--- src/rtl/bank_xbar_rtn_buf_pkg.sv ---
// -----------------------------------------------------------------------------
// bank_pkg
// Shared constants and types for the bank xbar return buffer.
//   CH_NUM / CH_W : number of xbar channels and channel_id width
//   ROB_W         : requester ROB tag width
//   DATA_W        : return data width
//   xbar_rtn_beat_t : one buffered return beat {rob_num, data}
// -----------------------------------------------------------------------------
package bank_pkg;

    localparam int CH_W   = 2;
    localparam int CH_NUM = 1 << CH_W;
    localparam int ROB_W  = 3;
    localparam int DATA_W = 128;

    typedef logic [CH_W-1:0]  chan_id_t;
    typedef logic [ROB_W-1:0] rob_num_t;

    typedef struct packed {
        rob_num_t            rob_num;
        logic [DATA_W-1:0]   data;
    } xbar_rtn_beat_t;

    localparam int BEAT_W = $bits(xbar_rtn_beat_t);

endpackage

--- src/rtl/bank_xbar_rtn_buf_if.sv ---
// -----------------------------------------------------------------------------
// bank_xbar_rtn_buf_if
// Handshake bundle around the return buffer.
//   sc_xbar_*   : single return stream from the SRAM controller (valid/ready)
//   xbar_rtn_*  : per-channel return ports toward the crossbar, packed
//                 channel c at [c*ROB_W +: ROB_W] / [c*DATA_W +: DATA_W]
// modport master : the environment (SRAM controller + crossbar side)
// modport slave  : the return buffer
// -----------------------------------------------------------------------------
interface bank_xbar_rtn_buf_if;
    import bank_pkg::*;

    logic                       sc_xbar_valid_i;
    logic                       sc_xbar_ready_o;
    chan_id_t                   sc_xbar_channel_id_i;
    rob_num_t                   sc_xbar_rob_num_i;
    logic [DATA_W-1:0]          sc_xbar_data_i;

    logic [CH_NUM-1:0]          xbar_rtn_valid_o;
    logic [CH_NUM-1:0]          xbar_rtn_ready_i;
    logic [CH_NUM*ROB_W-1:0]    xbar_rtn_rob_num_o;
    logic [CH_NUM*DATA_W-1:0]   xbar_rtn_data_o;

    modport master (
        output sc_xbar_valid_i,
        input  sc_xbar_ready_o,
        output sc_xbar_channel_id_i,
        output sc_xbar_rob_num_i,
        output sc_xbar_data_i,
        input  xbar_rtn_valid_o,
        output xbar_rtn_ready_i,
        input  xbar_rtn_rob_num_o,
        input  xbar_rtn_data_o
    );

    modport slave (
        input  sc_xbar_valid_i,
        output sc_xbar_ready_o,
        input  sc_xbar_channel_id_i,
        input  sc_xbar_rob_num_i,
        input  sc_xbar_data_i,
        output xbar_rtn_valid_o,
        input  xbar_rtn_ready_i,
        output xbar_rtn_rob_num_o,
        output xbar_rtn_data_o
    );

endinterface

--- src/rtl/bank_xbar_rtn_buf_fifo.sv ---
// -----------------------------------------------------------------------------
// bank_rtn_fifo
// Synchronous FIFO, one per xbar channel. Storage is not reset; only the
// pointers and the occupancy count are.
//   clk_i, rst_i : clock, synchronous active-high reset
//   i_push, i_data, o_full : write side (push ignored when full)
//   i_pop, o_empty, o_head : read side, head shown combinationally
//   o_count      : occupancy 0..DEPTH
// DEPTH must be a power of two >= 2 so the pointers wrap naturally.
// -----------------------------------------------------------------------------
module bank_rtn_fifo #(
    parameter  int WIDTH = 8,
    parameter  int DEPTH = 2,
    localparam int PTR_W = $clog2(DEPTH),
    localparam int CNT_W = PTR_W + 1
) (
    input  logic             clk_i,
    input  logic             rst_i,
    input  logic             i_push,
    input  logic [WIDTH-1:0] i_data,
    output logic             o_full,
    input  logic             i_pop,
    output logic             o_empty,
    output logic [WIDTH-1:0] o_head,
    output logic [CNT_W-1:0] o_count
);

    logic [WIDTH-1:0] r_mem [DEPTH];
    logic [PTR_W-1:0] r_wr_ptr;
    logic [PTR_W-1:0] r_rd_ptr;
    logic [CNT_W-1:0] r_count;

    logic             w_do_push;
    logic             w_do_pop;

    assign o_full    = (r_count == CNT_W'(DEPTH));
    assign o_empty   = (r_count == '0);
    // Full is judged before any same-cycle pop: no write-through when full.
    assign w_do_push = i_push && !o_full;
    assign w_do_pop  = i_pop && !o_empty;
    assign o_head    = r_mem[r_rd_ptr];
    assign o_count   = r_count;

    always_ff @(posedge clk_i) begin
        if (rst_i) begin
            r_wr_ptr <= '0;
            r_rd_ptr <= '0;
            r_count  <= '0;
        end else begin
            if (w_do_push) r_wr_ptr <= r_wr_ptr + PTR_W'(1);
            if (w_do_pop)  r_rd_ptr <= r_rd_ptr + PTR_W'(1);
            r_count <= r_count + CNT_W'(w_do_push) - CNT_W'(w_do_pop);
        end
    end

    always_ff @(posedge clk_i) begin
        if (w_do_push && !rst_i) r_mem[r_wr_ptr] <= i_data;
    end

endmodule

--- src/rtl/bank_xbar_rtn_buf.sv ---
// -----------------------------------------------------------------------------
// bank_xbar_rtn_buf
// Return buffer behind the SRAM controller xbar return port. Beats are
// steered by channel_id into per-channel FIFOs so a stalled crossbar channel
// never blocks returns headed to the other channels.
//   clk_i, rst_i   : clock, synchronous active-high reset
//   bus (slave)    : sc_xbar_* input stream and per-channel xbar_rtn_* ports
//   xbar_rtn_cnt_o : packed per-channel occupancy (debug/perf)
//   rob_err_o      : sticky per-channel ROB order error
// Optional build macro BANK_XBAR_RTN_ROB_CHK_EN enables the in-order ROB
// tag checker; without it rob_err_o is tied low. Port list is identical.
// -----------------------------------------------------------------------------
module bank_xbar_rtn_buf
    import bank_pkg::*;
#(
    parameter  int FIFO_DEPTH = 2,
    localparam int CNT_W      = $clog2(FIFO_DEPTH) + 1
) (
    input  logic                     clk_i,
    input  logic                     rst_i,
    bank_xbar_rtn_buf_if.slave       bus,
    output logic [CH_NUM*CNT_W-1:0]  xbar_rtn_cnt_o,
    output logic [CH_NUM-1:0]        rob_err_o
);

    xbar_rtn_beat_t     w_in_beat;
    xbar_rtn_beat_t     w_head  [CH_NUM];
    logic               w_full  [CH_NUM];
    logic               w_empty [CH_NUM];
    logic [CNT_W-1:0]   w_cnt   [CH_NUM];
    logic [CH_NUM-1:0]  w_push;
    logic [CH_NUM-1:0]  w_pop;
    logic               w_accept;

    assign w_in_beat = '{rob_num: bus.sc_xbar_rob_num_i, data: bus.sc_xbar_data_i};

    // Ready follows the addressed channel only; upstream holds payload stable.
    assign bus.sc_xbar_ready_o = !w_full[bus.sc_xbar_channel_id_i];
    assign w_accept            = bus.sc_xbar_valid_i && bus.sc_xbar_ready_o;

    always_comb begin
        w_push = '0;
        w_pop  = '0;
        for (int c = 0; c < CH_NUM; c++) begin
            w_push[c] = w_accept && (bus.sc_xbar_channel_id_i == CH_W'(c));
            w_pop[c]  = !w_empty[c] && bus.xbar_rtn_ready_i[c];
        end
    end

    for (genvar c = 0; c < CH_NUM; c++) begin : g_ch
        bank_rtn_fifo #(
            .WIDTH (BEAT_W),
            .DEPTH (FIFO_DEPTH)
        ) u_fifo (
            .clk_i   (clk_i),
            .rst_i   (rst_i),
            .i_push  (w_push[c]),
            .i_data  (w_in_beat),
            .o_full  (w_full[c]),
            .i_pop   (w_pop[c]),
            .o_empty (w_empty[c]),
            .o_head  (w_head[c]),
            .o_count (w_cnt[c])
        );
    end

    always_comb begin
        bus.xbar_rtn_valid_o   = '0;
        bus.xbar_rtn_rob_num_o = '0;
        bus.xbar_rtn_data_o    = '0;
        xbar_rtn_cnt_o         = '0;
        for (int c = 0; c < CH_NUM; c++) begin
            bus.xbar_rtn_valid_o[c]                  = !w_empty[c];
            bus.xbar_rtn_rob_num_o[c*ROB_W +: ROB_W] = w_head[c].rob_num;
            bus.xbar_rtn_data_o[c*DATA_W +: DATA_W]  = w_head[c].data;
            xbar_rtn_cnt_o[c*CNT_W +: CNT_W]         = w_cnt[c];
        end
    end

`ifdef BANK_XBAR_RTN_ROB_CHK_EN
    rob_num_t           r_exp_rob [CH_NUM];
    logic [CH_NUM-1:0]  r_rob_err;

    // Expected tag resyncs to the received tag + 1 even after a mismatch,
    // so one dropped tag flags once instead of on every later beat.
    always_ff @(posedge clk_i) begin
        if (rst_i) begin
            for (int c = 0; c < CH_NUM; c++) r_exp_rob[c] <= '0;
            r_rob_err <= '0;
        end else begin
            for (int c = 0; c < CH_NUM; c++) begin
                if (w_push[c]) begin
                    if (bus.sc_xbar_rob_num_i != r_exp_rob[c]) r_rob_err[c] <= 1'b1;
                    r_exp_rob[c] <= bus.sc_xbar_rob_num_i + ROB_W'(1);
                end
            end
        end
    end

    assign rob_err_o = r_rob_err;
`else
    assign rob_err_o = '0;
`endif

endmodule

--- src/flat_wrapper.sv ---
// flat-port wrapper written by rule: the top's interface ports become plain ports
module bank_xbar_rtn_buf_flat import bank_pkg::*;
#(
    parameter  int FIFO_DEPTH = 2,
    localparam int CNT_W      = $clog2(FIFO_DEPTH) + 1
)
  (clk_i, rst_i, xbar_rtn_cnt_o, rob_err_o, bus_sc_xbar_valid_i, bus_sc_xbar_ready_o, bus_sc_xbar_channel_id_i, bus_sc_xbar_rob_num_i, bus_sc_xbar_data_i, bus_xbar_rtn_valid_o, bus_xbar_rtn_ready_i, bus_xbar_rtn_rob_num_o, bus_xbar_rtn_data_o);
  bank_xbar_rtn_buf_if bus_i ();
  input  logic clk_i;
  input  logic rst_i;
  output logic [CH_NUM*CNT_W-1:0] xbar_rtn_cnt_o;
  output logic [CH_NUM-1:0] rob_err_o;
  input wire logic [$bits(bus_i.sc_xbar_valid_i)-1:0] bus_sc_xbar_valid_i;
  output wire logic [$bits(bus_i.sc_xbar_ready_o)-1:0] bus_sc_xbar_ready_o;
  input wire logic [$bits(bus_i.sc_xbar_channel_id_i)-1:0] bus_sc_xbar_channel_id_i;
  input wire logic [$bits(bus_i.sc_xbar_rob_num_i)-1:0] bus_sc_xbar_rob_num_i;
  input wire logic [$bits(bus_i.sc_xbar_data_i)-1:0] bus_sc_xbar_data_i;
  output wire logic [$bits(bus_i.xbar_rtn_valid_o)-1:0] bus_xbar_rtn_valid_o;
  input wire logic [$bits(bus_i.xbar_rtn_ready_i)-1:0] bus_xbar_rtn_ready_i;
  output wire logic [$bits(bus_i.xbar_rtn_rob_num_o)-1:0] bus_xbar_rtn_rob_num_o;
  output wire logic [$bits(bus_i.xbar_rtn_data_o)-1:0] bus_xbar_rtn_data_o;
  assign bus_i.sc_xbar_valid_i = bus_sc_xbar_valid_i;
  assign bus_sc_xbar_ready_o = bus_i.sc_xbar_ready_o;
  assign bus_i.sc_xbar_channel_id_i = bus_sc_xbar_channel_id_i;
  assign bus_i.sc_xbar_rob_num_i = bus_sc_xbar_rob_num_i;
  assign bus_i.sc_xbar_data_i = bus_sc_xbar_data_i;
  assign bus_xbar_rtn_valid_o = bus_i.xbar_rtn_valid_o;
  assign bus_i.xbar_rtn_ready_i = bus_xbar_rtn_ready_i;
  assign bus_xbar_rtn_rob_num_o = bus_i.xbar_rtn_rob_num_o;
  assign bus_xbar_rtn_data_o = bus_i.xbar_rtn_data_o;
  bank_xbar_rtn_buf #(.FIFO_DEPTH(FIFO_DEPTH)) u_core (.clk_i(clk_i), .rst_i(rst_i), .bus(bus_i), .xbar_rtn_cnt_o(xbar_rtn_cnt_o), .rob_err_o(rob_err_o));
endmodule
--- config.mk ---
export PLATFORM = sky130hd
export DESIGN_NAME = bank_xbar_rtn_buf_flat
export DESIGN_NICKNAME = d
export VERILOG_FILES = /design/src/rtl/bank_xbar_rtn_buf_pkg.sv /design/src/rtl/bank_xbar_rtn_buf_if.sv /design/src/rtl/bank_xbar_rtn_buf_fifo.sv /design/src/rtl/bank_xbar_rtn_buf.sv /design/src/flat_wrapper.sv
export SDC_FILE = /design/constraint.sdc
export NUM_CORES = 1
export LEC_CHECK = 0
export CORE_UTILIZATION = 57
export CTS_BUF_LIST = sky130_fd_sc_hd__clkbuf_16
export DETAILED_ROUTE_END_ITERATION = 10
export HOLD_SLACK_MARGIN = 0.1
export PLACE_DENSITY = 0.82
export SETUP_SLACK_MARGIN = 0.4
export SLEW_MARGIN = 5
export SYNTH_ARGS = -nofsm -noshare
export SYNTH_HDL_FRONTEND = slang
export SYNTH_HIERARCHICAL = 1
export SYNTH_SLANG_ARGS = --single-unit
--- constraint.sdc ---
create_clock -name clk_i -period 33.4 [get_ports clk_i]
set_input_delay 5.01 -clock clk_i [delete_from_list [all_inputs] [get_ports clk_i]]
set_output_delay 5.01 -clock clk_i [all_outputs]
set_load 0.1 [all_outputs]
# Word level (Yosys, flattened, before mapping)
# Memory sizes are Yosys's and may differ from the RTL's. A register that Yosys moved wholly into a read port is not among the register bits.
# Cells that the tools add are included.
[classes] add_sub_neg=16 n_lt_le_gt_ge=1 eq_ne=7 muxes=19 n_bitwise=1 reduce_logical=36
[op_table] operator="$logic_and 1x1->1" n=21
[op_table] operator="$mux 1" n=18
[op_table] operator="$eq 2x2->1 const B" n=6
[op_table] operator="$logic_not 1->1" n=10
[op_table] operator="$logic_not 2->1" n=5
[op_table] operator="$add 1x1->1 const B" n=8
[op_table] operator="$add 2x1->2" n=4
[op_table] operator="$sub 2x1->2" n=4
[op_table] operator="$ge 3x3->1 const B" n=1
[op_table] operator="$not 2->3" n=1
[op_table] operator="$bmux 1 s2" n=1
[op_table] operator="$eq 2x1->1 const B" n=1
[totals] reg_bits=16 ram_bits=1048 inputBits=140 output_inout_bits=541 elab_cells=96 memories=4
[mem_list] memory="u_core.g_ch[0].u_fifo.r_mem" depth=2 word_bits=131 read_ports=1 rd_ports_with_merged_regs=1 wr=1 line_no="bank_xbar_rtn_buf_fifo.sv:28" source="logic [WIDTH-1:0] r_mem [DEPTH];"
[mem_list] memory="u_core.g_ch[1].u_fifo.r_mem" depth=2 word_bits=131 read_ports=1 rd_ports_with_merged_regs=1 wr=1 line_no="bank_xbar_rtn_buf_fifo.sv:28"
[mem_list] memory="u_core.g_ch[2].u_fifo.r_mem" depth=2 word_bits=131 read_ports=1 rd_ports_with_merged_regs=1 wr=1 line_no="bank_xbar_rtn_buf_fifo.sv:28"
[mem_list] memory="u_core.g_ch[3].u_fifo.r_mem" depth=2 word_bits=131 read_ports=1 rd_ports_with_merged_regs=1 wr=1 line_no="bank_xbar_rtn_buf_fifo.sv:28"

# Logic depth before layout (Yosys ltp)
# Gate-level depths: netlist of run 1.
[depth] depth_word=11 ltp_mapped=9 ltp_nobuf=9

# Cells and area by module
# Netlist of run 1, hierarchy kept.
[modules_own_cells] module="bank_rtn_fifo" n_inst=4 cells_per_inst=433 area_per_inst_um2=10070.9 seq_area_each_um2=7967.6
[modules_own_cells] module="bank_xbar_rtn_buf" n_inst=1 cells_per_inst=20 area_per_inst_um2=137.6 seq_area_each_um2=0.0

# Worst setup path after synthesis of run 1
# OpenSTA, ideal clock, no wires.
[synth_timing] path_type="input to register" startpoint="input bus_sc_xbar_channel_id_i[0]" endpoint="memory u_core/g_ch[0].u_fifo/r_mem[1][0] in the netlist's numbering (enable)" setup_time_ps=811 arrival_time_ps=15080 required_time_ps=32589 setup_slack_ps=17509 stages=3 path_buffers=0 cell_sequence="nor4b_1 -> nand2b_4 -> nor3b_1"
[synth_via] elab_chain_len=11 elab_cells_between_ends=12 cone_classes="mux: 5; bitwise: 1; reduce/logical: 6"
[synth_lines] item="start: declaration" line_no="flat_wrapper.sv:15" source="input wire logic [$bits(bus_i.sc_xbar_channel_id_i)-1:0] bus_sc_xbar_channel_id_i;"
[synth_lines] item="$not 2->3 (not written as such)" line_no="bank_xbar_rtn_buf.sv:38" source="assign bus.sc_xbar_ready_o = !w_full[bus.sc_xbar_channel_id_i];"
[synth_lines] item="$bmux 1 s2" line_no="bank_xbar_rtn_buf.sv:38"
[synth_lines] item="$mux 1 (not written as such) (2 in a row)" line_no="bank_xbar_rtn_buf.sv:38"
[synth_lines] item="$logic_not 1->1" line_no="bank_xbar_rtn_buf.sv:38"
[synth_lines] item="$logic_and 1x1->1" line_no="bank_xbar_rtn_buf.sv:39" source="assign w_accept = bus.sc_xbar_valid_i && bus.sc_xbar_ready_o;"
[synth_lines] item="$logic_and 1x1->1 (*)" line_no="bank_xbar_rtn_buf.sv:45" source="w_push[c] = w_accept && (bus.sc_xbar_channel_id_i == CH_W'(c));"
[synth_lines] item="$logic_and 1x1->1 (*)" line_no="bank_xbar_rtn_buf_fifo.sv:39" source="assign w_do_push = i_push && !o_full;"
[synth_lines] item="$logic_and 1x1->1 (*)" line_no="bank_xbar_rtn_buf_fifo.sv:57" source="if (w_do_push && !rst_i) r_mem[r_wr_ptr] <= i_data;"
[synth_lines] item="$mux 1 (*)" line_no="bank_xbar_rtn_buf_fifo.sv:57"
[synth_lines] item="$mux 1 (not written as such) (*)" line_no="bank_xbar_rtn_buf_fifo.sv:57"
[synth_lines] item="end: declaration" line_no="bank_xbar_rtn_buf_fifo.sv:28"
# Every way passes the cells marked *; elsewhere a longest branch is shown, timed or not. The select of a mux whose other input is x is not followed.

# Worst setup path after layout of run 1
[layout_timing] startpoint="input bus_sc_xbar_channel_id_i[0]" endpoint="output bus_sc_xbar_ready_o"
[layout_via] elab_chain_len=5
[layout_lines] item="$not 2->3 (not written as such)" line_no="bank_xbar_rtn_buf.sv:38"
[layout_lines] item="$bmux 1 s2" line_no="bank_xbar_rtn_buf.sv:38"
[layout_lines] item="$mux 1 (not written as such) (2 in a row)" line_no="bank_xbar_rtn_buf.sv:38"
[layout_lines] item="$logic_not 1->1" line_no="bank_xbar_rtn_buf.sv:38"
[layout_lines] item="end: declaration" line_no="flat_wrapper.sv:14" source="output wire logic [$bits(bus_i.sc_xbar_ready_o)-1:0] bus_sc_xbar_ready_o;"
# Every way passes these cells. The select of a mux whose other input is x is not followed.

==> results.tsv, run 1 <==
metric	value	unit
outcome	complete, no violations	
cap_violations	0	
final_cell_mix	1048 x edfxtp_1, 676 x clkdlybuf4s50_1, 360 x mux2_4	
r2r_slack	30030	ps
num_rows	97	
max_slew_margin	22.8	%
p_sw_share	23.2	%
clock_sinks	1068	
yosys.area_share.simple	0.922	%
synth_top_family_by_area	multiplexers	
leakagePower	17.5	nW
yosysSeqAreaShare	78.8	%
synth_compound_area_share	0.0743	%
cts_buffer_depth	3	
worstSetupPathType	input pin to output port	
min-delay-start	u_core/g_ch[2].u_fifo/r_rd_ptr$_SDFFE_PP0P_	
wl	96.1	mm
cts_root_buf	clkbuf_16	
io_buffers	676	
critPathArrivalTime	7280	ps
hold_violations	0	
syn-cell-area	40400	µm²
clkTransAtPathRegs	60	ps
wl_per_cell	27.2	µm
fin_cells	3528	
period_minus_slack	12290	ps
synthAdderAreaFrac	0.248	%
power.internal	2.18	mW
powerDensity	55.3	nW/µm²
ios	681	
path_max_fanout	4	
grt-ovfl-total	0	
top_usage_layer	met2	
r2r-start	u_core/g_ch[1].u_fifo/o_count[1]$_SDFF_PP0_	
cts_setup_buffers	0	
worstSkewPairLatency	640	ps
p_comb_share	8.2	%
fp.dieW	268	µm
worst_pin_slew	1160	ps
pwr-share-seq	52.8	%
period_share	36.8	%
ctsHtreeMaxLevel	3	
ys_warn_count	6	
syn_to_final_growth	26.9	%
setup_viol	0	
vias	19600	
post_cts_resized	0	
cts_tree	done	
dp_hpwl	56.5	mm
routabilityCongestion	0.809	
met1_usage	30.9	%
hold_buffers	0	
die_area	72000	µm²
layout_commonest_cell	edfxtp_1	
drtIter0Drc	1498	
min_path_cells	2	
grt_use_total	26.1	%
placedCellCount	3335	
clock_power_share	39.0	%
grt_max_degree	132	
syn_area_per_cell	23.1	µm²
power_switching	0.657	mW
ir_drop	0.0512	mV
drc_errors	0	
grt_pass1_vias	20200	
cp.required	28390	ps
synth_cell_types	25	
grt_pass1_wl	135	mm
synth_seq_cells	1068	
vias_per_cell	5.55	
fmax	81.4	MHz
startpoint_type	input pin	
drt_pass1_iterations	6	
antenna_found_initial	6	
finalNetCount	2648	
worst_slack	21110	ps
initial_core_util	57.6	%
use_met2	44.5	%
cp-end-kind	output port	
hp-class	flop to flop	
cts_buffers	103	
core_area	70100	µm²
synthCells	1752	
die-height	268	µm
fin_skew	21.6	ps
rr_worst_depth	6	
synth-xor-area-share	0.173	%
synth_mux_area_share	18.1	%
tns	0	ps
rsz0062_at_grt	false	
met3_usage	7.36	%
ant_nets	0	
final_layout_size_suffix_gt1_share	27.8	%
final_max_slew_viol_count	0	
r2r-end	u_core/g_ch[1].u_fifo/r_mem[0][71]$_DFFE_PP_	
preCtsSetupSlack	21110	ps
-- synth_stat cells, drive strengths merged --
master	instances	share of area, %
edfxtp	1048	78
mux2	528	18
buf	64	1.5
dfxtp	20	0.99
nor2	20	0.19
nor2b	16	0.27
inv	9	0.084
nor3	9	0.11
ha	8	0.25
nor3b	5	0.093
and2	4	0.062
nand2b	4	0.14
o21a	4	0.074
xnor2	4	0.087
xor2	4	0.087
and4bb	1	0.031
conb	1	0.0093
mux4	1	0.056
nand2	1	0.0093
nor4b	1	0.022
-- how the worst max path moves through the flow --
stage	slack (ps)	endpoint	depth (start not counted)	from
3_3_place_gp	21120	bus_sc_xbar_ready_o	4	bus_sc_xbar_channel_id_i[0]
4_1_cts	21100	bus_sc_xbar_ready_o	4	bus_sc_xbar_channel_id_i[0]
3_5_place_dp	21110	bus_sc_xbar_ready_o	4	bus_sc_xbar_channel_id_i[0]
5_1_grt	21040	bus_sc_xbar_ready_o	4	bus_sc_xbar_channel_id_i[0]
6_report	21110	bus_sc_xbar_ready_o	4	bus_sc_xbar_channel_id_i[0]
2_1_floorplan	17510	u_core/g_ch[0].u_fifo/r_mem[1][0]$_DFFE_PP_	3	bus_sc_xbar_channel_id_i[0]
-- metal layers --
| layer | wire [µm] | vias up |
|---|---|---|
| met3 | 8600 | 182 |
| met2 | 49000 | 916 |
| met5 | 27 | - |
| met1 | 34700 | 10000 |
| li1 | - | 8443 |
| met4 | 3710 | 4 |
-- area by class of cell --
| class | instances | area [µm²] |
|---|---|---|
| Tap cell | 940 | 1180 |
| Antenna cell | 4 | 10.0 |
| Clock inverter | 85 | 641 |
| Fill cell | 3977 | 18800 |
| Inverter | 9 | 33.8 |
| Multi-Input combinational cell | 614 | 7950 |
| Clock buffer | 104 | 2600 |
| Sequential cell | 1068 | 31900 |
| Timing Repair Buffer | 704 | 7010 |
-- power by group through the flow --
stage | logic [mW] | registers [mW] | clock network [mW]
after global routing | 0.239 | 1.50 | 1.18
after detailed placement | 0.232 | 1.53 | 0
final | 0.233 | 1.50 | 1.11
after CTS | 0.234 | 1.50 | 1.12
after floorplan | 0.156 | 1.53 | 0
after global placement | 0.229 | 1.52 | 0
-- stage by stage --
stage	power [mW]	utilization (%)	instance area (µm²)	hold slack, ps
floorplan	1.69	-	40400	481
global placement	1.75	68.5	48100	491
detailed placement	1.76	68.5	48100	501
CTS	2.85	73.1	51300	512
global route	2.91	73.1	51300	548
finish	2.84	73.1	51300	509
-- cell families after synthesis --
group	count (synthesis)
AOI/OAI and AO/OA	4
and+or+nand+nor	61
buffers and inverters	73
adders and majority gates	8
xor gates and xnor gates	8
DFF	1068
muxes	529
other	1
-- worst max-delay path, cell delays in order --
cell and delay, ps:
clkdlybuf4s50_1 550, mux4_2 520, inv_1 70, clkdlybuf4s50_1 1130
-- state kept, by name, indices dropped and copies added (netlist names), named ones only --
register,cells
u_core/g_ch.u_fifo/r_wr_ptr,4
u_core/g_ch.u_fifo/r_rd_ptr,4
u_core/g_ch.u_fifo/r_mem,1048
u_core/g_ch.u_fifo/o_count,8
Note: power is estimated with default switching activity, not from simulation.
==> run 2, diff against run 1 <==
- CORE_UTILIZATION: 57 -> 53
- PLACE_DENSITY: 0.82 -> 0.77
- clock period: 33.4 -> 12.75 ns (I/O delays scaled with it)
==> run 2 against run 1 <==
Against the previous run:
- utilization decreased by 4.4 points
- flip-flop and latch count unchanged
- setup slack got worse by 15000 ps
- first-iteration DRC count decreased by 0.87%
- clock power increased to 2.7 times the previous value
- non-clock buffer count increased by 6
- sequential share of layout area decreased by 0.26 points
- global-route usage decreased by 1.9 points
- clock skew increased by 2.0 ps
- largest power group unchanged
==> results.tsv, run 2 (same netlist as run 1, synthesis figures left out) <==
metric	value	unit
ant_nets	0	
worstSkewPairLatency	650	ps
startpoint_type	flop	
grt_pass1_wl	136	mm
die_area	77400	µm²
worst_slack	6590	ps
layout_commonest_cell	edfxtp_1	
crit_chain	buf_4, buf_4, mux2_4, clkdlybuf4s50_1	
largest_reg_flops	1048	
drtIter0Drc	1485	
clkTransAtPathRegs	60	ps
cts_root_buf	clkbuf_16	
outcome	complete, no violations	
crit_buf_inv	3	
final_max_slew_viol_count	0	
setup_viol	0	
grt_use_total	24.2	%
cp.required	10840	ps
grt_max_degree	60	
top_usage_layer	met2	
tns	0	ps
hp-class	flop to flop	
cp-end-kind	output port	
worst_pin_slew	1160	ps
fin_skew	23.6	ps
wl_per_cell	26.8	µm
ir_drop	0.140	mV
leakagePower	17.6	nW
dp_hpwl	58.7	mm
nFillCells	4574	
routabilityCongestion	0.805	
final_layout_size_suffix_gt1_share	28.1	%
ctsHtreeMaxLevel	3	
vias_per_cell	5.41	
met3_usage	6.98	%
crit_slowest_cell	clkdlybuf4s50_1	
met1_usage	29.9	%
num_rows	100	
path_max_fanout	37	
fp.dieW	278	µm
cts_tree	done	
hold_buffers	0	
core_area	74900	µm²
critPathTopFamily	buffers and inverters	
grt-ovfl-total	0	
use_met2	41.0	%
die-height	278	µm
initial_core_util	53.9	%
final_cell_mix	1048 x edfxtp_1, 675 x clkdlybuf4s50_1, 360 x mux2_4	
ios	681	
io_buffers	676	
post_cts_resized	0	
hold_violations	0	
fmax	162	MHz
preCtsSetupSlack	6630	ps
max_stage_delay	1170	ps
clock_sinks	1068	
drc_errors	0	
antenna_found_initial	3	
powerDensity	147	nW/µm²
drt_pass1_iterations	5	
cp_common_cell	buf_4	
period_minus_slack	6160	ps
finalNetCount	2657	
cts_buffer_depth	3	
worstSetupPathType	flop to output port	
wl	95.4	mm
top_register	u_core/g_ch.u_fifo/r_mem	
grt_pass1_vias	20100	
syn_to_final_growth	27.5	%
cap_violations	0	
max_slew_margin	22.4	%
vias	19300	
rsz0062_at_grt	false	
period_share	48.3	%
critPathArrivalTime	4250	ps
cts_buffers	106	
cts_setup_buffers	0	
run 2: power breakdown:
group | total (mW) | switching (mW) | internal [mW]
logic | 0.615 | 0.452 | 0.162
registers | 3.92 | 0.0167 | 3.90
clock network | 3.02 | 1.29 | 1.73
total | 7.55 | 1.75 | 5.79
run 2: stage by stage:
stage | instance area (µm²) | utilization (%) | hold slack (ps) | std cells | total power, mW
detailed placement | 48100 | 64.2 | 508 | 3370 | 4.61
CTS | 51500 | 68.7 | 520 | 3563 | 7.60
finish | 51500 | 68.8 | 525 | 3565 | 7.55
floorplan | 40500 | - | 481 | 1755 | 4.42
global placement | 48100 | 64.2 | 491 | 3370 | 4.60
global route | 51500 | 68.8 | 570 | 3564 | 7.74
run 2: final timing paths:
check | from | end | slack, ps | depth (start not counted)
setup reg to reg | u_core/g_ch[0].u_fifo/o_count[1]$_SDFF_PP0_ | u_core/g_ch[0].u_fifo/r_mem[1][76]$_DFFE_PP_ | 9140 | 5
hold / removal | u_core/g_ch[0].u_fifo/r_rd_ptr$_SDFFE_PP0P_ | flop | 530 | 2
setup / recovery | flop | bus_xbar_rtn_data_o[27] | 6590 | 4
hold reg to reg | u_core/g_ch[0].u_fifo/r_rd_ptr$_SDFFE_PP0P_ | flop | 530 | 2
run 2: final cells by class:
cell class	instances	area [µm²]	area share, %
clock buffers	107	2680	5.20
flip-flops and latches	1068	31900	61.9
repair buffers	710	7020	13.6
diodes	2	5.00	0.00971
clock inverters	86	723	1.40
multi-input cells	614	7970	15.5
well taps	969	1210	2.35
inverters	9	33.8	0.0656
run 2: per-layer routing:
layer | wire (µm) | up-vias | part of all wire (%)
met5 | 12 | - | 0.013
met1 | 37400 | 9959 | 39
met3 | 7520 | 134 | 7.9
met4 | 2600 | 2 | 2.7
met2 | 47800 | 747 | 50
li1 | - | 8452 | -
run 2: worst min-delay path: stages (launching register included):
cell     delay, ps
dfxtp_1        320
xnor2_1         90
nor2_1          80
==> run 3, diff against run 2 <==
- clock period: 12.75 -> 5.8 ns (I/O delays scaled with it)
==> run 3 against run 2 <==
Against the previous run:
- global-route usage barely moved
- clock skew down 1.3 ps
- first-iteration DRC count fell by 16%
- critical path depth down 1
- register-to-register slack got worse by 6100 ps
- non-clock buffer count shrank 3
- cell count down 0.14%
==> results.tsv, run 3 (same netlist as run 1, synthesis figures left out) <==
metric	value	unit
finalNetCount	2652	
core_area	74900	µm²
powerDensity	318	nW/µm²
r2r_slack	3050	ps
die-height	278	µm
top_register	u_core/g_ch.u_fifo/r_mem	
ir_drop	0.265	mV
setup_viol	0	
num_rows	100	
worst_pin_slew	1120	ps
drtIter0Drc	1245	
cp.required	4930	ps
cap_violations	0	
rsz0062_at_grt	false	
leakagePower	17.6	nW
routabilityCongestion	0.794	
worstSetupPathType	flop to output port	
final_max_slew_viol_count	0	
dp_hpwl	56.6	mm
cts_tree	done	
path_max_fanout	44	
ctsHtreeMaxLevel	3	
max_slew_margin	24.9	%
final_cell_mix	1048 x edfxtp_1, 676 x clkdlybuf4s50_1, 360 x mux2_4	
ant_nets	0	
vias	19200	
fin_skew	22.2	ps
cts_buffer_depth	3	
outcome	complete, no violations	
hold_buffers	0	
io_buffers	676	
cts_root_buf	clkbuf_16	
worst_slack	1380	ps
antenna_found_initial	5	
wl_per_cell	26.7	µm
hp-class	flop to flop	
initial_core_util	53.9	%
syn_to_final_growth	27.9	%
grt-ovfl-total	0	
period_share	76.2	%
nFillCells	4530	
clkTransAtPathRegs	60	ps
period_minus_slack	4420	ps
drt_pass1_iterations	5	
hold_violations	0	
grt_pass1_wl	136	mm
drc_errors	0	
cts_setup_buffers	0	
final_layout_size_suffix_gt1_share	28.0	%
fp.dieW	278	µm
startpoint_type	flop	
vias_per_cell	5.40	
fmax	226	MHz
post_cts_resized	0	
layout_commonest_cell	edfxtp_1	
tns	0	ps
critPathArrivalTime	3550	ps
cp-end-kind	output port	
clock_sinks	1068	
largest_reg_flops	1048	
die_area	77400	µm²
preCtsSetupSlack	1680	ps
grt_use_total	24.2	%
worstSkewPairLatency	660	ps
cts_buffers	104	
grt_max_degree	132	
ios	681	
grt_pass1_vias	20000	
wl	95.0	mm
[run 3: cell count changes in the layout (fill, tap and decap cells not counted), sizes merged]
cell           before  now
buf                35   31
bufinv             10    8
clkdlybuf4s50     675  676
clkinv             48   53
clkinvlp            2    0
diode               2    1
inv                35   33
[run 3: critical path: stages (launching register included)]
cell and delay [ps]:
dfxtp_4 990, buf_4 450, mux2_4 210, clkdlybuf4s50_1 1210
[run 3: final timing paths]
kind | start | to | depth (start not counted)
setup / recovery | flop | bus_xbar_rtn_data_o[69] | 3
hold / removal | u_core/g_ch[0].u_fifo/r_rd_ptr$_SDFFE_PP0P_ | flop | 2
setup reg to reg | u_core/g_ch[3].u_fifo/o_count[1]$_SDFF_PP0_ | u_core/g_ch[3].u_fifo/r_mem[0][36]$_DFFE_PP_ | 6
hold reg to reg | u_core/g_ch[0].u_fifo/r_rd_ptr$_SDFFE_PP0P_ | flop | 2
[run 3: cell type report]
type	count	area (µm²)	area share, %
Sequential cell	1068	31900	61.7
Timing Repair Buffer	707	7260	14.0
Clock inverter	85	631	1.22
Antenna cell	1	2.50	0.00484
Inverter	9	33.8	0.0653
Clock buffer	107	2680	5.18
Multi-Input combinational cell	614	8000	15.5
Tap cell	969	1210	2.34
[run 3: per-layer routing]
layer,track usage [%],part of all wire [%],up-vias
met5,0,0.055,-
met1,29.3,38,9864
met3,6.72,7.8,146
met2,42.0,52,772
met4,7.34,2.6,8
li1,-,-,8435
[run 3: through the flow]
stage	utilization [%]	cells	hold WS, ps	power (mW)	area (µm²)
final	69.0	3560	519	16.4	51700
after global routing	69.0	3560	556	16.9	51700
after CTS	69.0	3559	521	16.5	51700
after detailed placement	64.6	3367	497	10.1	48400
after global placement	64.6	3367	493	10.1	48400
after floorplan	-	1755	481	9.70	40500
[run 3: power breakdown]
| group | total [mW] | switching [mW] | internal (mW) |
|---|---|---|---|
| clock network | 6.47 | 2.77 | 3.70 |
| logic | 1.35 | 0.987 | 0.361 |
| registers | 8.62 | 0.0390 | 8.58 |
